===== config.mk =====
export PLATFORM = sky130hd
export DESIGN_NAME = axi_write_frontend_flat
export DESIGN_NICKNAME = d
export VERILOG_FILES = /design/src/rtl/ddr_axi_pkg.sv /design/src/rtl/axi_write_frontend_if.sv /design/src/rtl/axi_write_frontend.sv /design/src/flat_wrapper.sv
export SDC_FILE = /design/constraint.sdc
export NUM_CORES = 1
export LEC_CHECK = 0
export CORE_MARGIN = 2
export CORE_UTILIZATION = 41
export CTS_CLUSTER_SIZE = 28
export DETAILED_ROUTE_END_ITERATION = 10
export HOLD_SLACK_MARGIN = 0.03
export PLACE_DENSITY_LB_ADDON = 0.05
export SLEW_MARGIN = 20
export SYNTH_ARGS = -nofsm -noshare
export SYNTH_HDL_FRONTEND = slang
export SYNTH_SLANG_ARGS = --single-unit

===== constraint.sdc =====
create_clock -name clk -period 3.3 [get_ports clk]
set_input_delay 0.99 -clock clk [delete_from_list [all_inputs] [get_ports clk]]
set_output_delay 0.99 -clock clk [all_outputs]
set_load 0.01 [all_outputs]

===== src/rtl/ddr_axi_pkg.sv =====
// Shared definitions for the DDR controller AXI-side write path.
package ddr_axi_pkg;

  localparam logic [1:0]  BRESP_OKAY   = 2'b00;
  localparam logic [1:0]  BRESP_SLVERR = 2'b10;
  localparam int unsigned CFG_OFFSET_W = 8;
  localparam int unsigned BURST_LEN_W  = 3;

  typedef enum logic [2:0] {
    IDLE,
    CFG_DATA,
    CFG_STROBE,
    CFG_CHECK,
    CFG_DRAIN,
    MEM_DATA,
    RESP
  } wr_state_t;

endpackage


===== src/rtl/axi_write_frontend_if.sv =====
// Host AW/W/B channels, config_register strobe path and memory write-request path.
interface axi_write_frontend_if #(
  parameter int unsigned ADDR_W = 32,
  parameter int unsigned DATA_W = 64
);
  import ddr_axi_pkg::*;

  logic                    awvalid;
  logic                    awready;
  logic [ADDR_W-1:0]       awaddr;
  logic [BURST_LEN_W-1:0]  awlen;
  logic                    wvalid;
  logic                    wready;
  logic [DATA_W-1:0]       wdata;
  logic                    wlast;
  logic                    bvalid;
  logic                    bready;
  logic [1:0]              bresp;
  logic                    config_wstrobe;
  logic [CFG_OFFSET_W-1:0] waddr;
  logic [63:0]             cfg_wdata;
  logic [BURST_LEN_W-1:0]  wburst;
  logic                    werr;
  logic                    config_update;
  logic                    mem_req_valid;
  logic                    mem_req_ready;
  logic [ADDR_W-1:0]       mem_req_addr;
  logic [DATA_W-1:0]       mem_req_data;
  logic                    mem_req_last;

  modport slave (
    input  awvalid, awaddr, awlen, wvalid, wdata, wlast, bready,
           werr, config_update, mem_req_ready,
    output awready, wready, bvalid, bresp, config_wstrobe, waddr,
           cfg_wdata, wburst, mem_req_valid, mem_req_addr, mem_req_data,
           mem_req_last
  );

  modport master (
    output awvalid, awaddr, awlen, wvalid, wdata, wlast, bready,
           werr, config_update, mem_req_ready,
    input  awready, wready, bvalid, bresp, config_wstrobe, waddr,
           cfg_wdata, wburst, mem_req_valid, mem_req_addr, mem_req_data,
           mem_req_last
  );

endinterface


===== src/rtl/axi_write_frontend.sv =====
// Write-channel front end: routes host write bursts to config_register
// (single strobe per burst) or beat-by-beat to the memory write-request port.
module axi_write_frontend
  import ddr_axi_pkg::*;
#(
  parameter int unsigned       ADDR_W   = 32,
  parameter int unsigned       DATA_W   = 64,
  parameter logic [ADDR_W-9:0] CFG_BASE = '0
) (
  input  logic                 clk,
  input  logic                 n_rst,
  axi_write_frontend_if.slave  bus
);

  localparam int unsigned BYTE_SH = $clog2(DATA_W / 8);

  wr_state_t               state_q, state_d;
  logic [ADDR_W-1:0]       addr_q, addr_d;
  logic [BURST_LEN_W-1:0]  len_q, len_d;
  logic [BURST_LEN_W-1:0]  beat_q, beat_d;
  logic                    err_q, err_d;
  logic [CFG_OFFSET_W-1:0] waddr_q, waddr_d;
  logic [63:0]             cfg_wdata_q, cfg_wdata_d;
  logic [BURST_LEN_W-1:0]  wburst_q, wburst_d;

  logic                    last_beat;
  logic [ADDR_W-1:0]       beat_off;

  assign last_beat = (beat_q == len_q);
  assign beat_off  = ADDR_W'(beat_q) << BYTE_SH;

  always_ff @(posedge clk or negedge n_rst) begin
    if (!n_rst) begin
      state_q     <= IDLE;
      addr_q      <= '0;
      len_q       <= '0;
      beat_q      <= '0;
      err_q       <= 1'b0;
      waddr_q     <= '0;
      cfg_wdata_q <= '0;
      wburst_q    <= '0;
    end else begin
      state_q     <= state_d;
      addr_q      <= addr_d;
      len_q       <= len_d;
      beat_q      <= beat_d;
      err_q       <= err_d;
      waddr_q     <= waddr_d;
      cfg_wdata_q <= cfg_wdata_d;
      wburst_q    <= wburst_d;
    end
  end

  always_comb begin
    state_d     = state_q;
    addr_d      = addr_q;
    len_d       = len_q;
    beat_d      = beat_q;
    err_d       = err_q;
    waddr_d     = waddr_q;
    cfg_wdata_d = cfg_wdata_q;
    wburst_d    = wburst_q;

    bus.awready        = 1'b0;
    bus.wready         = 1'b0;
    bus.bvalid         = 1'b0;
    bus.bresp          = BRESP_OKAY;
    bus.config_wstrobe = 1'b0;
    bus.mem_req_valid  = 1'b0;
    bus.mem_req_addr   = '0;
    bus.mem_req_data   = '0;
    bus.mem_req_last   = 1'b0;

    unique case (state_q)
      IDLE: begin
        bus.awready = 1'b1;
        if (bus.awvalid) begin
          addr_d  = bus.awaddr;
          len_d   = bus.awlen;
          beat_d  = '0;
          err_d   = 1'b0;
          state_d = (bus.awaddr[ADDR_W-1:8] == CFG_BASE) ? CFG_DATA : MEM_DATA;
        end
      end
      CFG_DATA: begin
        bus.wready = 1'b1;
        if (bus.wvalid) begin
          waddr_d     = addr_q[CFG_OFFSET_W-1:0];
          cfg_wdata_d = bus.wdata[63:0];
          wburst_d    = len_q;
          if (bus.wlast != last_beat) err_d = 1'b1;
          if (!last_beat) beat_d = beat_q + 1'b1;
          state_d = CFG_STROBE;
        end
      end
      CFG_STROBE: begin
        bus.config_wstrobe = 1'b1;
        state_d            = CFG_CHECK;
      end
      CFG_CHECK: begin
        if (bus.werr || !bus.config_update) err_d = 1'b1;
        state_d = (len_q == '0) ? RESP : CFG_DRAIN;
      end
      CFG_DRAIN: begin
        bus.wready = 1'b1;
        if (bus.wvalid) begin
          if (bus.wlast != last_beat) err_d = 1'b1;
          if (last_beat) state_d = RESP;
          else           beat_d  = beat_q + 1'b1;
        end
      end
      MEM_DATA: begin
        // Combinational pass-through: the memory side's ready is our wready.
        bus.mem_req_valid = bus.wvalid;
        bus.wready        = bus.mem_req_ready;
        bus.mem_req_data  = bus.wdata;
        bus.mem_req_addr  = addr_q + beat_off;
        bus.mem_req_last  = last_beat;
        if (bus.wvalid && bus.mem_req_ready) begin
          if (bus.wlast != last_beat) err_d = 1'b1;
          if (last_beat) state_d = RESP;
          else           beat_d  = beat_q + 1'b1;
        end
      end
      RESP: begin
        bus.bvalid = 1'b1;
        bus.bresp  = err_q ? BRESP_SLVERR : BRESP_OKAY;
        if (bus.bready) state_d = IDLE;
      end
      default: state_d = IDLE;
    endcase
  end

  assign bus.waddr     = waddr_q;
  assign bus.cfg_wdata = cfg_wdata_q;
  assign bus.wburst    = wburst_q;

endmodule


===== src/flat_wrapper.sv =====
// flat-port wrapper written by rule: the top's interface ports become plain ports
module axi_write_frontend_flat import ddr_axi_pkg::*;
#(
  parameter int unsigned       ADDR_W   = 32,
  parameter int unsigned       DATA_W   = 64,
  parameter logic [ADDR_W-9:0] CFG_BASE = '0
)
  (clk, n_rst, bus_awvalid, bus_awaddr, bus_awlen, bus_wvalid, bus_wdata, bus_wlast, bus_bready, bus_werr, bus_config_update, bus_mem_req_ready, bus_awready, bus_wready, bus_bvalid, bus_bresp, bus_config_wstrobe, bus_waddr, bus_cfg_wdata, bus_wburst, bus_mem_req_valid, bus_mem_req_addr, bus_mem_req_data, bus_mem_req_last);
  axi_write_frontend_if #(.ADDR_W(ADDR_W), .DATA_W(DATA_W)) bus_i ();
  input  logic clk;
  input  logic n_rst;
  input wire logic [$bits(bus_i.awvalid)-1:0] bus_awvalid;
  input wire logic [$bits(bus_i.awaddr)-1:0] bus_awaddr;
  input wire logic [$bits(bus_i.awlen)-1:0] bus_awlen;
  input wire logic [$bits(bus_i.wvalid)-1:0] bus_wvalid;
  input wire logic [$bits(bus_i.wdata)-1:0] bus_wdata;
  input wire logic [$bits(bus_i.wlast)-1:0] bus_wlast;
  input wire logic [$bits(bus_i.bready)-1:0] bus_bready;
  input wire logic [$bits(bus_i.werr)-1:0] bus_werr;
  input wire logic [$bits(bus_i.config_update)-1:0] bus_config_update;
  input wire logic [$bits(bus_i.mem_req_ready)-1:0] bus_mem_req_ready;
  output wire logic [$bits(bus_i.awready)-1:0] bus_awready;
  output wire logic [$bits(bus_i.wready)-1:0] bus_wready;
  output wire logic [$bits(bus_i.bvalid)-1:0] bus_bvalid;
  output wire logic [$bits(bus_i.bresp)-1:0] bus_bresp;
  output wire logic [$bits(bus_i.config_wstrobe)-1:0] bus_config_wstrobe;
  output wire logic [$bits(bus_i.waddr)-1:0] bus_waddr;
  output wire logic [$bits(bus_i.cfg_wdata)-1:0] bus_cfg_wdata;
  output wire logic [$bits(bus_i.wburst)-1:0] bus_wburst;
  output wire logic [$bits(bus_i.mem_req_valid)-1:0] bus_mem_req_valid;
  output wire logic [$bits(bus_i.mem_req_addr)-1:0] bus_mem_req_addr;
  output wire logic [$bits(bus_i.mem_req_data)-1:0] bus_mem_req_data;
  output wire logic [$bits(bus_i.mem_req_last)-1:0] bus_mem_req_last;
  assign bus_i.awvalid = bus_awvalid;
  assign bus_i.awaddr = bus_awaddr;
  assign bus_i.awlen = bus_awlen;
  assign bus_i.wvalid = bus_wvalid;
  assign bus_i.wdata = bus_wdata;
  assign bus_i.wlast = bus_wlast;
  assign bus_i.bready = bus_bready;
  assign bus_i.werr = bus_werr;
  assign bus_i.config_update = bus_config_update;
  assign bus_i.mem_req_ready = bus_mem_req_ready;
  assign bus_awready = bus_i.awready;
  assign bus_wready = bus_i.wready;
  assign bus_bvalid = bus_i.bvalid;
  assign bus_bresp = bus_i.bresp;
  assign bus_config_wstrobe = bus_i.config_wstrobe;
  assign bus_waddr = bus_i.waddr;
  assign bus_cfg_wdata = bus_i.cfg_wdata;
  assign bus_wburst = bus_i.wburst;
  assign bus_mem_req_valid = bus_i.mem_req_valid;
  assign bus_mem_req_addr = bus_i.mem_req_addr;
  assign bus_mem_req_data = bus_i.mem_req_data;
  assign bus_mem_req_last = bus_i.mem_req_last;
  axi_write_frontend #(.ADDR_W(ADDR_W), .DATA_W(DATA_W), .CFG_BASE(CFG_BASE)) u_core (.clk(clk), .n_rst(n_rst), .bus(bus_i));
endmodule

==> results of run 1 <==
## path summary, 6_finish.rpt
| path | start | end | slack (ns) | depth (start not counted) |
|---|---|---|---|---|
| setup / recovery | u_core.addr_q[5] | bus_mem_req_addr[24] | -0.21 | 10 |
| hold / removal | u_core.bus.cfg_wdata[62] | u_core.bus.cfg_wdata[62] | 0.48 | 1 |
| setup reg to reg | u_core.state_q[1] | u_core.bus.cfg_wdata[44] | 1.12 | 5 |
| hold reg to reg | u_core.bus.cfg_wdata[62] | u_core.bus.cfg_wdata[62] | 0.48 | 1 |
| max in group asynchronous | n_rst | u_core.addr_q[8] | 1.93 | 2 |
| min in group asynchronous | n_rst | u_core.bus.cfg_wdata[41] | 0.57 | 1 |
## worst reg2reg max path, cell delays in order (launching register included)
cell	delay, ns
dfrtp_2	0.49
buf_4	0.19
nor2_1	0.26
and3_4	0.47
buf_4	0.30
mux2_1	0.35
## state kept, by name, summed over array words and instances (netlist names)
signal                count
u_core.state_q            3
u_core.beat_q             3
u_core.bus.waddr          8
u_core.err_q              1
u_core.bus.wburst         3
u_core.bus.cfg_wdata     64
u_core.addr_q            32
u_core.len_q              3
## cell usage in the layout (no fill, tap or decap), types with 2 or more instances in the layout
cell	count
nand3_1	3
nor3_4	3
nand3_4	3
dfrtp_1	115
nand2_2	4
a21oi_1	3
o21ai_0	7
or3_4	2
dfrtp_2	2
ha_1	2
mux2_2	42
clkbuf_1	2
inv_1	2
clkinv_2	2
dlymetal6s2s_1	5
nor3_1	3
clkbuf_2	2
mux2_1	70
xnor2_1	10
clkbuf_16	18
clkdlybuf4s50_1	256
and2_1	73
buf_4	33
dlygate4sd2_1	2
nand3_2	3
nor2_1	36
nor4_1	6
a21oi_4	3
nand2_1	12
bufinv_16	3
buf_6	10
buf_2	19
nand4_1	10
and3_1	7
clkbuf_8	6
xor2_1	18
buf_12	5
nor2b_1	4
## kinds of logic (layout without fill, tap and decap cells)
logic type | count (synthesis) | in the layout | share of synthesized area (%)
flip-flops | 117 | 117 | 50.3
AND/OR/NAND/NOR | 178 | 178 | 17.6
XOR/XNOR | 29 | 29 | 4.36
buffers and inverters | 28 | 367 | 2.13
adder cells (fa/ha/maj) | 5 | 5 | 1.20
other | 1 | 1 | 0.0644
multiplexers | 112 | 112 | 21.6
AO/OA/AOI/OAI | 23 | 23 | 2.73
## area by class of cell
class	count	area (sq um)	share of cell area, %
multi-input combinational	348	2930	29.4
timing repair buffer	333	3230	32.5
clock buffer	25	515	5.18
tap	180	225	2.26
clock inverter	7	116	1.17
sequential	117	2930	29.4
inverter	2	7.51	0.0754
## where the power goes
part / total (mW) / internal, mW / switching [mW]
clock network: 1.94 / 1.31 / 0.637
registers: 2.27 / 1.90 / 0.371
logic: 3.09 / 1.77 / 1.32
total: 7.31 / 4.98 / 2.33
## metal layers
layer,vias up,track usage (%)
li1,2361,-
met1,2497,26.5
met2,225,38.6
met3,28,7.38
met4,0,8.81
met5,-,0
## per-stage QoR
stage / std cells / hold slack (ns) / utilization [%]
floorplan: 493 / 0.474 / -
global placement: 963 / 0.466 / 65.4
detailed placement: 963 / 0.474 / 65.4
CTS: 1004 / 0.486 / 70.4
global route: 1012 / 0.495 / 71.7
finish: 1012 / 0.481 / 71.7
## timing repair
action                     4_1_cts  5_1_grt
pin swaps                       15       19
gates cloned                     1        3
gates resized for setup         99       32
buffers inserted                 9        7
hold buffers                     0        0
setup endpoints to repair       94       91
==> results.yml, run 1 <==
status:
  status: "complete, but fails checks"
  failed_checks: "setup timing"
detailed_routing:
  vias_per_cell: 5.05
  num_vias: 5111
  drt-total-wl_um: 18000
  met3RoutedLength_um: 1540
  wl_met2_um: 9080
  drc_errors: 0
  drt-wirelength-per-cell_um: 17.8
  ant_nets: 0
  drt_iter0_drc: 220
  dr.pass1.iters: 4
  drt-met1-wl_um: 7020
  highest_layer: "met4"
floorplanning:
  die_w_um: 123
  dieArea_sq_mm: 0.0152
  start_util_pct: 42.0
  io_pins: 287
  fp.coreArea_sq_mm: 0.0139
  die_h_um: 123
  rows: 43
critical_path:
  arrival_ns: 2.52
  cp.required_ns: 2.31
  worstPathMaxFanout: 4
  crit_path_start_kind: "flip-flop"
  cp_common_cell: "buf_4"
  end_kind: "output pin"
  max_stage_delay_ns: 0.42
  crit_chain: "ha_4 > a21oi_4 > a2111oi_4 > buf_4 > buf_4 > buf_4 > nand4_1 > xor2_1 > nor2_1 > buf_2"
  crit_buf_inv: 4
  slowest_stage: "dfrtp_1"
  path_class: "flip-flop to output pin"
  crit_family: "buffers and inverters"
synth:
  ys_ff_latch: 117
  synth_most_common_cell: "dfrtp_1"
  synth_top_area_share_pct: 50.3
  syn_nets: 606
  synth_seq_area_share_pct: 50.3
  syn_area_sq_mm: 0.00583
  synth_edf_count: 0
  synthTopCellsByCount: "dfrtp_1 (117), and2_1 (74), mux2_1 (70)"
  avgSynthCellArea_sq_um: 11.8
  synth_area_leader_cell: "dfrtp_1"
  ys_warn_count: 0
  synth_area_leaders: "dfrtp_1 (50%), mux2_1 (14%), mux2_2 (8.1%)"
  synth_top_flop_cell: "dfrtp_1"
  postSynthCellCount: 493
  async_flop_share_pct: 100
  synth_cell_types: 40
timing:
  finalMaxSlewViolations: 0
  min_period_ns: 3.51
  rsz0062_at_grt: "yes"
  relSlewSlack_pct: 61.9
  finalSetupTns_ns: -2.05
  fin_crit_sh_pct: 106
  final_hold_viol_count: 0
  setup_ws_ns: -0.206
  finalSetupViolCount: 16
  fmax_ghz: 0.285
  tightest_slew_ns: 0.567
  clock_skew_ns: 0.00525
cells_and_area:
  areaGrowthSynthToFinish_pct: 70.9
  finish.instance_area_sq_mm: 0.00996
  drive_gt1_share_pct: 20.9
  antennaDiodeCount: 0
  nFillCells: 988
  nets: 932
power_and_ir_drop:
  pwr_density_cell_mw_per_mm2: 734
  leakage_nw: 4.55
  vdd_drop_max_mv: 0.353
  power_mw: 7.31
placement:
  dp_hpwl_um: 13000
  place_area_sq_mm: 0.00908
  io_buffers: 285
  globalplace.congestion: 0.882
  post-place-ws_ns: -0.103
global_routing:
  grt_overflow: 0
  grt_pass1_vias: 4974
  grt_antenna_before_repair: 0
  grtUsageTotal_pct: 22.7
  grt_max_degree: 67
  grt_pass1_wl_um: 26200
clocking:
  root_buffer: "clkbuf_16"
  clkTransAtPathRegs_ns: 0.05
  htreeDepth: 4
  clk_latency_ns: 0.41
  cts_buffer_depth: 2
  clock-sinks: 117
  cts_tree: "done"
  cts_made_buffers: 17
worst_hold_path:
  hp-class: "flip-flop to flip-flop"
flow_run:
  drv_cap: 0
Note: power is estimated with default switching activity, not from simulation.
==> run 2, diff against run 1 <==
CORE_MARGIN = 1   (was 2)
==> run 2 against run 1 <==
  * The flow still finishes with violations (setup timing)
  * Routed wire length is 0.64% lower
  * Flip-flop and latch count stayed put
  * Count of clock-buffer cells in the layout is the same
  * Total power shrank 2.5%
  * Critical path depth is 1 lower
  * Combinational power up 3%
  * Die area fell by 3.2%
  * Critical endpoint is now bus_mem_req_addr[16]
  * Largest cell class unchanged
  * Highest routed layer unchanged
==> results.yml, run 2 (synthesized netlist as in run 1, its figures left out) <==
critical_path:
  end_kind: "output pin"
  crit_buf_inv: 3
  path_class: "flip-flop to output pin"
  crit_chain: "ha_4 > a21oi_4 > a2111oi_4 > buf_2 > buf_6 > nand3_4 > xor2_2 > nor2_1 > buf_2"
  crit_path_start_kind: "flip-flop"
  cp_common_cell: "buf_2"
  max_stage_delay_ns: 0.41
  crit_family: "compound AO/OA/AOI/OAI gates"
  cp.required_ns: 2.31
  worstPathMaxFanout: 4
  arrival_ns: 2.45
  slowest_stage: "dfrtp_1"
cells_and_area:
  antennaDiodeCount: 0
  areaGrowthSynthToFinish_pct: 69.2
  drive_gt1_share_pct: 21.1
  largest_reg_flops: 64
  final_util_pct: 71.0
  final_common_cell: "clkdlybuf4s50_1"
  mostFrequentLayoutCells: "clkdlybuf4s50_1 (257), dfrtp_1 (115), and2_1 (73)"
  nets: 934
  nFillCells: 1030
power_and_ir_drop:
  power_mw: 7.13
  pwr_density_cell_mw_per_mm2: 723
  leakage_nw: 4.43
  vdd_drop_max_mv: 0.339
timing:
  finalMaxSlewViolations: 0
  relSlewSlack_pct: 43.0
  tightest_slew_ns: 0.855
  rsz0062_at_grt: "yes"
  finalSetupViolCount: 13
  clock_skew_ns: 0.00638
  fin_crit_sh_pct: 104
  whs_ns: 0.483
  fmax_ghz: 0.291
  setup_ws_ns: -0.138
  final_hold_viol_count: 0
  min_period_ns: 3.44
floorplanning:
  dieArea_sq_mm: 0.0147
  fp.coreArea_sq_mm: 0.0139
  die_h_um: 121
  io_pins: 287
  rows: 43
  die_w_um: 121
  start_util_pct: 42.0
detailed_routing:
  drt-total-wl_um: 17900
  drt_iter0_drc: 182
  drc_errors: 0
  num_vias: 5096
  vias_per_cell: 5.04
  drt-wirelength-per-cell_um: 17.7
  ant_nets: 0
  dr.pass1.iters: 4
clocking:
  clock-sinks: 117
  clkTransAtPathRegs_ns: 0.05
  cts_tree: "done"
  cts_buffer_depth: 2
  cts_made_buffers: 17
  cts_hold_buf: 0
  root_buffer: "clkbuf_16"
  htreeDepth: 4
  clk_latency_ns: 0.41
global_routing:
  grt_antenna_before_repair: 0
  grt_max_degree: 67
  grt_pass1_wl_um: 27300
  grt_pass1_vias: 5134
  grt_overflow: 0
  grtUsageTotal_pct: 24.6
worst_hold_path:
  hp-class: "flip-flop to flip-flop"
placement:
  dp_hpwl_um: 12900
  io_buffers: 285
  post-place-ws_ns: -0.218
  globalplace.congestion: 0.824
status:
  failed_checks: "setup timing"
  status: "complete, but fails checks"
flow_run:
  drv_cap: 0
## run 2: changes by cell type in the layout (fill, tap and decap cells not counted), sizes merged
cell,before,now
clkdlybuf4s50,256,257
dlymetal6s2s,5,1
buf,67,69
bufinv,3,0
dlygate4sd2,2,4
clkbuf,28,29
## run 2: area by class of cell
type	count	area, sq um	area share (%)
clock buffers	25	505	5.13
multi-input cells	348	2960	30.0
well taps	180	225	2.28
inverters	2	7.51	0.0761
repair buffers	335	3210	32.6
clock inverters	4	22.5	0.228
flip-flops and latches	117	2930	29.7
## run 2: stage by stage
stage | setup TNS, ns | area (sq um) | cells
5_1_grt | -2.40 | 9860 | 1011
2_1_floorplan | 0 | 5830 | 493
3_3_place_gp | -0.291 | 9080 | 963
6_report | -0.809 | 9860 | 1011
4_1_cts | -1.86 | 9710 | 1003
3_5_place_dp | -1.07 | 9080 | 963
## run 2: path summary, 6_finish.rpt
kind / startpoint / endpoint / slack (ns) / depth (start not counted)
setup / recovery: u_core.addr_q[5] / bus_mem_req_addr[16] / -0.14 / 9
hold / removal: u_core.bus.cfg_wdata[23] / u_core.bus.cfg_wdata[23] / 0.48 / 1
setup reg to reg: u_core.state_q[2] / u_core.bus.cfg_wdata[41] / 1.30 / 5
hold reg to reg: u_core.bus.cfg_wdata[23] / u_core.bus.cfg_wdata[23] / 0.48 / 1
max in group asynchronous: n_rst / u_core.addr_q[0] / 1.85 / 2
min in group asynchronous: n_rst / u_core.bus.cfg_wdata[2] / 0.68 / 1
## run 2: routing by layer
metal / part of all wire [%] / wire, um / global-route usage (%) / vias up
li1: - / - / - / 2362
met1: 39 / 6940 / 28.2 / 2495
met2: 53 / 9430 / 43.6 / 214
met3: 6.8 / 1210 / 6.34 / 25
met4: 1.7 / 301 / 9.72 / 0
met5: 0 / 0 / 0 / -
## run 2: power by group
group / switching (mW) / internal, mW
logic: 1.32 / 1.85
registers: 0.406 / 1.90
clock network: 0.607 / 1.04
## run 2: what timing repair did
item                       4_1_cts  5_1_grt
pin swaps                       19       15
setup endpoints to repair       62       72
gates resized for setup        109       22
buffers inserted                10        8
cloned                           1        1
## run 2: worst register-to-register path: stages (launching register included)
cell	delay [ns]
dfrtp_1	0.38
buf_4	0.17
nor2_1	0.27
and3_4	0.44
buf_12	0.26
mux2_1	0.37
